<file path="src/rtl/hex_stream_encoder.sv">
// Hex-dump serializer: takes one NBR_OF_NIBBLES-nibble word over valid/ready and
// streams it out as ASCII bytes (optional "0x" prefix, MSB nibble first, optional terminator).
module hex_stream_encoder #(
    parameter int unsigned NBR_OF_NIBBLES = 4,
    parameter int unsigned LOWERCASE      = 0,
    parameter int unsigned EMIT_PREFIX    = 1,
    parameter int unsigned TERMINATOR     = 2
) (
    input  logic                        clk,
    input  logic                        reset,
    input  logic [NBR_OF_NIBBLES*4-1:0] in_data,
    input  logic                        in_valid,
    output logic                        in_ready,
    output logic [7:0]                  out_char,
    output logic                        out_valid,
    input  logic                        out_ready,
    output logic                        busy
);

    localparam int unsigned DATA_W = NBR_OF_NIBBLES * 4;
    localparam int unsigned CNT_W  = (NBR_OF_NIBBLES > 1) ? $clog2(NBR_OF_NIBBLES) : 1;

    localparam logic [7:0] ALPHA_BASE = (LOWERCASE != 0) ? 8'h61 : 8'h41;
    localparam logic [7:0] TERM0_CHAR = (TERMINATOR == 1) ? 8'h20 : 8'h0D;
    localparam logic [7:0] CHAR_ZERO  = 8'h30;
    localparam logic [7:0] CHAR_X     = 8'h78;
    localparam logic [7:0] CHAR_LF    = 8'h0A;

    typedef enum logic [2:0] {
        IDLE  = 3'd0,
        PFX0  = 3'd1,
        PFX1  = 3'd2,
        DIGIT = 3'd3,
        TERM0 = 3'd4,
        TERM1 = 3'd5
    } state_t;

    state_t             state_q;
    logic [DATA_W-1:0]  word_q;
    logic [CNT_W-1:0]   cnt_q;
    logic [7:0]         out_char_q;
    logic               out_valid_q;
    logic               in_ready_q;
    logic               busy_q;
    logic               consume_c;
    logic               last_byte_c;

    function automatic logic [7:0] enc(input logic [3:0] n);
        if (n < 4'd10) begin
            return CHAR_ZERO + 8'(n);
        end
        return ALPHA_BASE + 8'(n) - 8'd10;
    endfunction

    function automatic logic [3:0] nibble_at(input logic [DATA_W-1:0] w,
                                             input logic [CNT_W-1:0]  idx);
        return 4'(w >> {idx, 2'b00});
    endfunction

    assign consume_c = out_valid_q && out_ready;

    // The byte currently on out_char is the final one of the word.
    assign last_byte_c = ((state_q == DIGIT) && (cnt_q == '0) && (TERMINATOR == 0))
                      || ((state_q == TERM0) && (TERMINATOR != 2))
                      || (state_q == TERM1);

    always_ff @(posedge clk) begin
        if (reset) begin
            state_q     <= IDLE;
            word_q      <= '0;
            cnt_q       <= '0;
            out_char_q  <= 8'h00;
            out_valid_q <= 1'b0;
            in_ready_q  <= 1'b1;
            busy_q      <= 1'b0;
        end else if (state_q == IDLE) begin
            if (in_valid && in_ready_q) begin
                word_q      <= in_data;
                cnt_q       <= CNT_W'(NBR_OF_NIBBLES - 1);
                out_valid_q <= 1'b1;
                in_ready_q  <= 1'b0;
                busy_q      <= 1'b1;
                if (EMIT_PREFIX != 0) begin
                    state_q    <= PFX0;
                    out_char_q <= CHAR_ZERO;
                end else begin
                    state_q    <= DIGIT;
                    out_char_q <= enc(in_data[DATA_W-1 -: 4]);
                end
            end
        end else if (consume_c) begin
            if (last_byte_c) begin
                state_q     <= IDLE;
                out_valid_q <= 1'b0;
                in_ready_q  <= 1'b1;
                busy_q      <= 1'b0;
            end else begin
                // Load the following byte on the consuming edge so bytes stream back-to-back.
                case (state_q)
                    PFX0: begin
                        state_q    <= PFX1;
                        out_char_q <= CHAR_X;
                    end
                    PFX1: begin
                        state_q    <= DIGIT;
                        out_char_q <= enc(word_q[DATA_W-1 -: 4]);
                    end
                    DIGIT: begin
                        if (cnt_q != '0) begin
                            cnt_q      <= cnt_q - CNT_W'(1);
                            out_char_q <= enc(nibble_at(word_q, cnt_q - CNT_W'(1)));
                        end else begin
                            state_q    <= TERM0;
                            out_char_q <= TERM0_CHAR;
                        end
                    end
                    TERM0: begin
                        state_q    <= TERM1;
                        out_char_q <= CHAR_LF;
                    end
                    default: begin
                        state_q     <= IDLE;
                        out_valid_q <= 1'b0;
                        in_ready_q  <= 1'b1;
                        busy_q      <= 1'b0;
                    end
                endcase
            end
        end
    end

    assign in_ready  = in_ready_q;
    assign out_char  = out_char_q;
    assign out_valid = out_valid_q;
    assign busy      = busy_q;

endmodule
</file>
<file path="config.mk">
export PLATFORM = sky130hd
export DESIGN_NAME = hex_stream_encoder
export DESIGN_NICKNAME = d
export VERILOG_FILES = /design/src/rtl/hex_stream_encoder.sv
export SDC_FILE = /design/constraint.sdc
export NUM_CORES = 1
export LEC_CHECK = 0
export BUFFER_PORTS_ARGS = -buffer_cell sky130_fd_sc_hd__buf_4
export CAP_MARGIN = 20
export CORE_ASPECT_RATIO = 0.5
export CORE_UTILIZATION = 45
export CTS_CLUSTER_DIAMETER = 60
export DETAILED_ROUTE_END_ITERATION = 10
export PLACE_DENSITY = 0.67
export SKIP_CTS_REPAIR_TIMING = 1
export SYNTH_ARGS = -nofsm -noshare
export SYNTH_HDL_FRONTEND = slang
export SYNTH_SLANG_ARGS = --single-unit
</file>
<file path="constraint.sdc">
create_clock -name clk -period 7 [get_ports clk]
set_input_delay 1.05 -clock clk [delete_from_list [all_inputs] [get_ports clk]]
set_output_delay 1.05 -clock clk [all_outputs]
set_load 0.02 [all_outputs]
</file>
==> results of run 1 <==
==> layout make-up <==
cell class / count / area (um2) / share of cell area [%]
well taps: 40 / 50.05 / 2.679
clock buffers: 8 / 110.1 / 5.894
flip-flops and latches: 30 / 600.6 / 32.15
multi-input cells: 147 / 855.8 / 45.81
inverters: 9 / 33.78 / 1.808
repair buffers: 29 / 217.7 / 11.65
==> cells by family after synthesis <==
logic type | count (synthesis) | synth area share (%)
AND/OR/NAND/NOR | 76 | 21.44
buffers and inverters | 21 | 6.205
other | 1 | 0.2415
multiplexers | 4 | 6.285
AO/OA/AOI/OAI | 61 | 23.61
adder cells (fa/ha/maj) | 3 | 2.418
flip-flops | 30 | 38.68
XOR/XNOR | 2 | 1.128
==> power by group through the flow <==
stage               clock network [mW]  registers, mW  logic [mW]
CTS                              0.168          0.199       0.101
floorplan                            0          0.200      0.0734
global placement                     0          0.202      0.0968
finish                           0.166          0.200       0.101
global route                     0.173          0.202       0.112
detailed placement                   0          0.203      0.0995
==> stage by stage <==
| stage | util, % | worst slack, ns | instances | hold WS [ns] |
|---|---|---|---|---|
| after floorplan | - | 4.694 | 198 | 0.4315 |
| after global placement | 56.07 | 4.447 | 255 | 0.4380 |
| after detailed placement | 56.07 | 4.389 | 255 | 0.4486 |
| after CTS | 59.58 | 4.379 | 263 | 0.4577 |
| after global routing | 59.58 | 4.192 | 263 | 0.4817 |
| final | 59.58 | 4.383 | 263 | 0.4578 |
==> worst max-delay path by stage <==
stage	to	cells after the start	from
3_3_place_gp	out_char[2]	9	cnt_q[0]
5_1_grt	out_char[4]	10	cnt_q[0]
2_1_floorplan	out_char[2]	10	cnt_q[0]
3_5_place_dp	out_char[2]	9	cnt_q[0]
6_report	out_char[2]	9	cnt_q[0]
4_1_cts	out_char[2]	9	cnt_q[0]
==> layer usage <==
metal | up-vias | track usage, % | share of wire, %
li1 | 744 | - | -
met1 | 696 | 31.79 | 48
met2 | 56 | 36.13 | 42
met3 | 9 | 9.333 | 8.2
met4 | 0 | 10.51 | 1.8
met5 | - | 0 | 0
==> synth_stat cells (4+ instances only) <==
library cell and instances:
clkbuf_1 5, o21ai_0 11, nand2_1 44, inv_1 9
a21oi_1 30, nor2_1 11, nor3_1 4, dfxtp_1 30
nand3_1 5
==> sequential cells by signal, indices dropped and copies added (netlist names) <==
name      count
word_q       16
in_ready      1
busy          1
out_char      7
state_q       3
cnt_q         2
==> worst max-delay path, stage by stage (launching register included) <==
cell,delay (ns)
dfxtp_1,0.48
inv_1,0.08
ha_1,0.42
mux4_1,0.66
inv_1,0.10
ha_1,0.18
nand2_1,0.06
a211o_1,0.30
a32oi_1,0.18
nor2_1,0.05
==> metrics, run 1 <==
outcome complete, no violations; final clock skew 0.004449 ns; synthesized net count 221; RD Place Congestion 0.9127; Top Ports 31; gr ovfl total 0; leading area contributor after synthesis dfxtp_1; vias in the first global route 1411; ANT cells 0; CP Max Fanout 8; DRT Pass-1 Iters 4; Syn. warnings 0; Leak 0.7342 nW; Post-synth top flop dfxtp_1; CTS tree done; r2r endpoint out_char[2]; Tightest Pin Transition 0.7915 ns; ranking of synthesized cells by area dfxtp_1 (39%), nand2_1 (11%), a21oi_1 (9.7%); WL final 3.955 mm; max_cap viols 0; filler cell count in the final layout 308; Reg2Reg Launch Point cnt_q[0]; peak supply drop 0.0001274 V; Hold Startpoint out_char[3]; DR vias 1505; H-tree depth 2; share of layout cells above drive strength 1 17.94%; Slew HR 47.09%; worst-skew pair later-pin latency 0.29 ns; Power Internal 0.3267 mW; Min-Delay Path Class flip-flop to flip-flop; die height 43.54 um; post-synth top area share 38.68%; setup slack, reg-to-reg 4.38 ns; Hold Path End out_char[3]; Avg WL per Cell 15.04 um; post-DP HPWL 2.778 mm; clock slew at reported path FFs 0.06 ns; Max Clk Rate 0.3821 GHz; Worst Setup End Kind flip-flop; mapped cell area 1553 um2; total CTS buffers 5; Critical Path AT 2.79 ns; Gate power share 21.7%; IO buf count 29; Remaining DRCs 0; commonest non-fill, non-tap cell in the layout nand2_1; die area 3704 um2; DIE WIDTH 85.07 um; Final Max Tran Viols 0; sw frac 29.95%; clock tree root driver cell clkbuf_8; PwrDens 249.7 nW/um2; Initial Utilization 49.52%; kind of critical path flip-flop to flip-flop; min cycle time layout 2.617 ns; Yosys cell types 37; Worst Reg2Reg Path Length in Cells 9; final setup violation count 0; Total Power 0.4664 mW; commonest non-fill, non-tap cells in the layout nand2_1 (44), a21oi_1 (30), dfxtp_1 (30); DP Area 1758 um2; Final nets 245; core region area 3136 um2; Post-synth EDFFs 0; Site Rows 14; remaining antenna violation count 0; post-route cell area 1868 um2; Seq pwr share 42.8%; Seq/Total Area, Yosys 38.68%; Avg Cell Area, Syn 7.842 um2; Tcrit/Tclk final 37.39%; Synth-to-Final Area Change 20.31%; Seq cells post-synth 30; Psw 0.1397 mW; setup_tns 0 ns; Worst Path Required 7.17 ns; initial antenna violation count 0; Vias/cell 5.722; Mapped Cells 198; Clock power frac 35.5%; final-report hold violation count 0; GRT Resource Usage Total 24.23%; largest net degree at the start of global routing 29; DR iter-0 viols 158; RSZ-0062 raised after global routing no; CTS Buffer Depth 2; ys async rst share 0%; first-pass GRT wire length 6.575 mm; Hold Crit Depth 2; Worst setup SP type flip-flop; # clock sinks 30
(Power assumes the default switching activity.)
==> run 2: changes to the inputs <==
--- a/config.mk
+++ b/config.mk
@@ -5,13 +5,14 @@
 export SDC_FILE = /design/constraint.sdc
 export NUM_CORES = 1
 export LEC_CHECK = 0
+export ABC_AREA = 1
 export BUFFER_PORTS_ARGS = -buffer_cell sky130_fd_sc_hd__buf_4
 export CAP_MARGIN = 20
 export CORE_ASPECT_RATIO = 0.5
 export CORE_UTILIZATION = 45
 export CTS_CLUSTER_DIAMETER = 60
 export DETAILED_ROUTE_END_ITERATION = 10
-export PLACE_DENSITY = 0.67
+export PLACE_DENSITY = 0.69
 export SKIP_CTS_REPAIR_TIMING = 1
 export SYNTH_ARGS = -nofsm -noshare
 export SYNTH_HDL_FRONTEND = slang
==> constraint.sdc (replaced) <==
create_clock -name clk -period 2.4 [get_ports clk]
set_input_delay 0.36 -clock clk [delete_from_list [all_inputs] [get_ports clk]]
set_output_delay 0.36 -clock clk [all_outputs]
set_load 0.02 [all_outputs]
==> metrics, run 2 <==
outcome complete, no violations; RD Place Congestion 0.9006; Power Internal 1.442 mW; top-count cell post-synth nand2_1; initial antenna violation count 0; Yosys cell types 31; Final nets 288; Top Ports 31; Worst setup SP type flip-flop; post-DP HPWL 2.599 mm; Avg WL per Cell 11.01 um; synthesized net count 260; Psw 1.181 mW; setup slack, reg-to-reg 0.51 ns; Worst Path Required 2.58 ns; setup_tns 0 ns; core region area 3472 um2; min cycle time layout 1.891 ns; clock slew at reported path FFs 0.07 ns; Commonest cells post-synth nand2_1 (56), dfxtp_1 (30), inv_1 (29), a21oi_1 (27), o21ai_0 (18); Slew HR 59.49%; Critical Path AT 2.07 ns; Leak 0.8930 nW; busiest grt layer met2; Syn. warnings 0; worst-skew pair later-pin latency 0.29 ns; H-tree depth 2; IO buf count 29; Mapped Cells 237; Post-synth EDFFs 0; CP Max Fanout 9; met3 Usage GRT 6.033%; Worst Setup End Kind flip-flop; CTS Buffer Depth 2; final setup violation count 0; commonest non-fill, non-tap cells in the layout nand2_1 (56), dfxtp_1 (30), buf_4 (30); Post-synth top flop dfxtp_1; # clock sinks 30; Max Clk Rate 0.5288 GHz; post-synth top area share 36.45%; final clock skew 0.004284 ns; Avg Cell Area, Syn 6.953 um2; sw frac 45.02%; largest net degree at the start of global routing 35; remaining antenna violation count 0; Final Max Tran Viols 0; leading area contributor after synthesis dfxtp_1; DR vias 1544; ys async rst share 0%; Site Rows 15; Total Power 2.623 mW; grt met2 use 30.00%; Hold Crit Depth 2; Vias/cell 4.871; vias in the first global route 1345; Seq pwr share 29.7%; clock tree root driver cell clkbuf_8; Seq/Total Area, Yosys 36.45%; die height 44.79 um; Gate power share 50.9%; Synth-to-Final Area Change 21.26%; Tcrit/Tclk final 78.79%; die area 3923 um2; Remaining DRCs 0; DR iter-0 viols 72; final-report hold violation count 0; commonest non-fill, non-tap cell in the layout nand2_1; Clock power frac 19.4%; Hold Startpoint reset; kind of critical path flip-flop to flip-flop; gr ovfl total 0; WL final 3.489 mm; max reg flops 16; peak supply drop 0.0004346 V; filler cell count in the final layout 340; total CTS buffers 5; Initial Utilization 47.46%; share of layout cells above drive strength 1 25.94%; Min-Delay Path Class input port to flip-flop; Worst Reg2Reg Path Length in Cells 13; PwrDens 1313 nW/um2; DRT Pass-1 Iters 4; CTS tree done; GRT Resource Usage Total 20.40%; first-pass GRT wire length 5.961 mm; RSZ-0062 raised after global routing no; Hold Path End out_char[0]; Seq cells post-synth 30; DIE WIDTH 87.58 um; ANT cells 0; mapped cell area 1648 um2; Reg2Reg Launch Point cnt_q[0]; met1 usage 27.96%; Tightest Pin Transition 0.6070 ns; r2r endpoint out_char[2]; largest reg by FF count word_q; max_cap viols 0; ranking of synthesized cells by area dfxtp_1 (36%), nand2_1 (13%), a21oi_1 (8.2%)
run 2: cell types whose count changed after synthesis, moves of 5 or more:
cell and change:
inv_2 +7, inv_1 +20, o21ai_0 +7, nor2_1 -5
nand3_1 +8, o21ai_1 +6, nand2_1 +12, nand2_2 +7
run 2: cell families after synthesis:
| logic type | synth area share, % |
|---|---|
| AO/OA/AOI/OAI | 21.34 |
| XOR/XNOR | 0.5316 |
| adder cells (fa/ha/maj) | 2.278 |
| buffers and inverters | 11.08 |
| flip-flops | 36.45 |
| other | 0.2276 |
| AND/OR/NAND/NOR | 28.09 |
run 2: worst max-delay path by stage:
stage	from	endpoint
after global placement	cnt_q[0]	out_char[2]
after detailed placement	cnt_q[0]	out_char[2]
after floorplan	cnt_q[0]	out_char[2]
final	cnt_q[0]	out_char[2]
after CTS	cnt_q[0]	out_char[2]
after global routing	cnt_q[0]	out_char[2]
run 2: power groups by stage:
stage	Sequential (mW)	Combinational (mW)	Clock (mW)
floorplan	0.812	1.01	0
global placement	0.782	1.30	0
detailed placement	0.786	1.33	0
CTS	0.777	1.33	0.522
global route	0.797	1.51	0.539
finish	0.779	1.34	0.509
run 2: layout make-up:
class                           instances  area [um2]  area share [%]
Tap cell                               51       63.81           3.193
Multi-Input combinational cell        162       864.6           43.27
Timing Repair Buffer                   30       225.2           11.27
Clock inverter                          3       40.04           2.004
Clock buffer                            5       68.82           3.444
Sequential cell                        30       600.6           30.06
Inverter                               36       135.1           6.763
run 2: routing by layer:
layer  wire, um  part of all wire (%)
met1       1773                    51
met2       1476                    42
met3        185                   5.3
met4         54                   1.5
met5          0                     0
run 2: stage by stage:
stage	instances	util, %	setup WS [ns]	hold WS (ns)	area, um2
finish	317	57.55	0.5090	0.2999	1998
global route	317	57.55	0.3420	0.3014	1998
CTS	317	57.55	0.5277	0.2943	1998
detailed placement	309	54.41	0.5462	0.4446	1889
global placement	309	54.41	0.5931	0.4372	1889
floorplan	237	-	0.6625	0.4238	1648
run 2: critical path: stages, from the launching register on:
cell and delay [ns]:
dfxtp_1 0.34, inv_2 0.08, ha_1 0.37, inv_1 0.13, nand3_1 0.10, nand2_2 0.11, ha_1 0.19, nand2_1 0.06
a21oi_1 0.12, nand2_1 0.06, nand2_1 0.05, nand2_1 0.05, nand2_1 0.06, a21oi_1 0.06
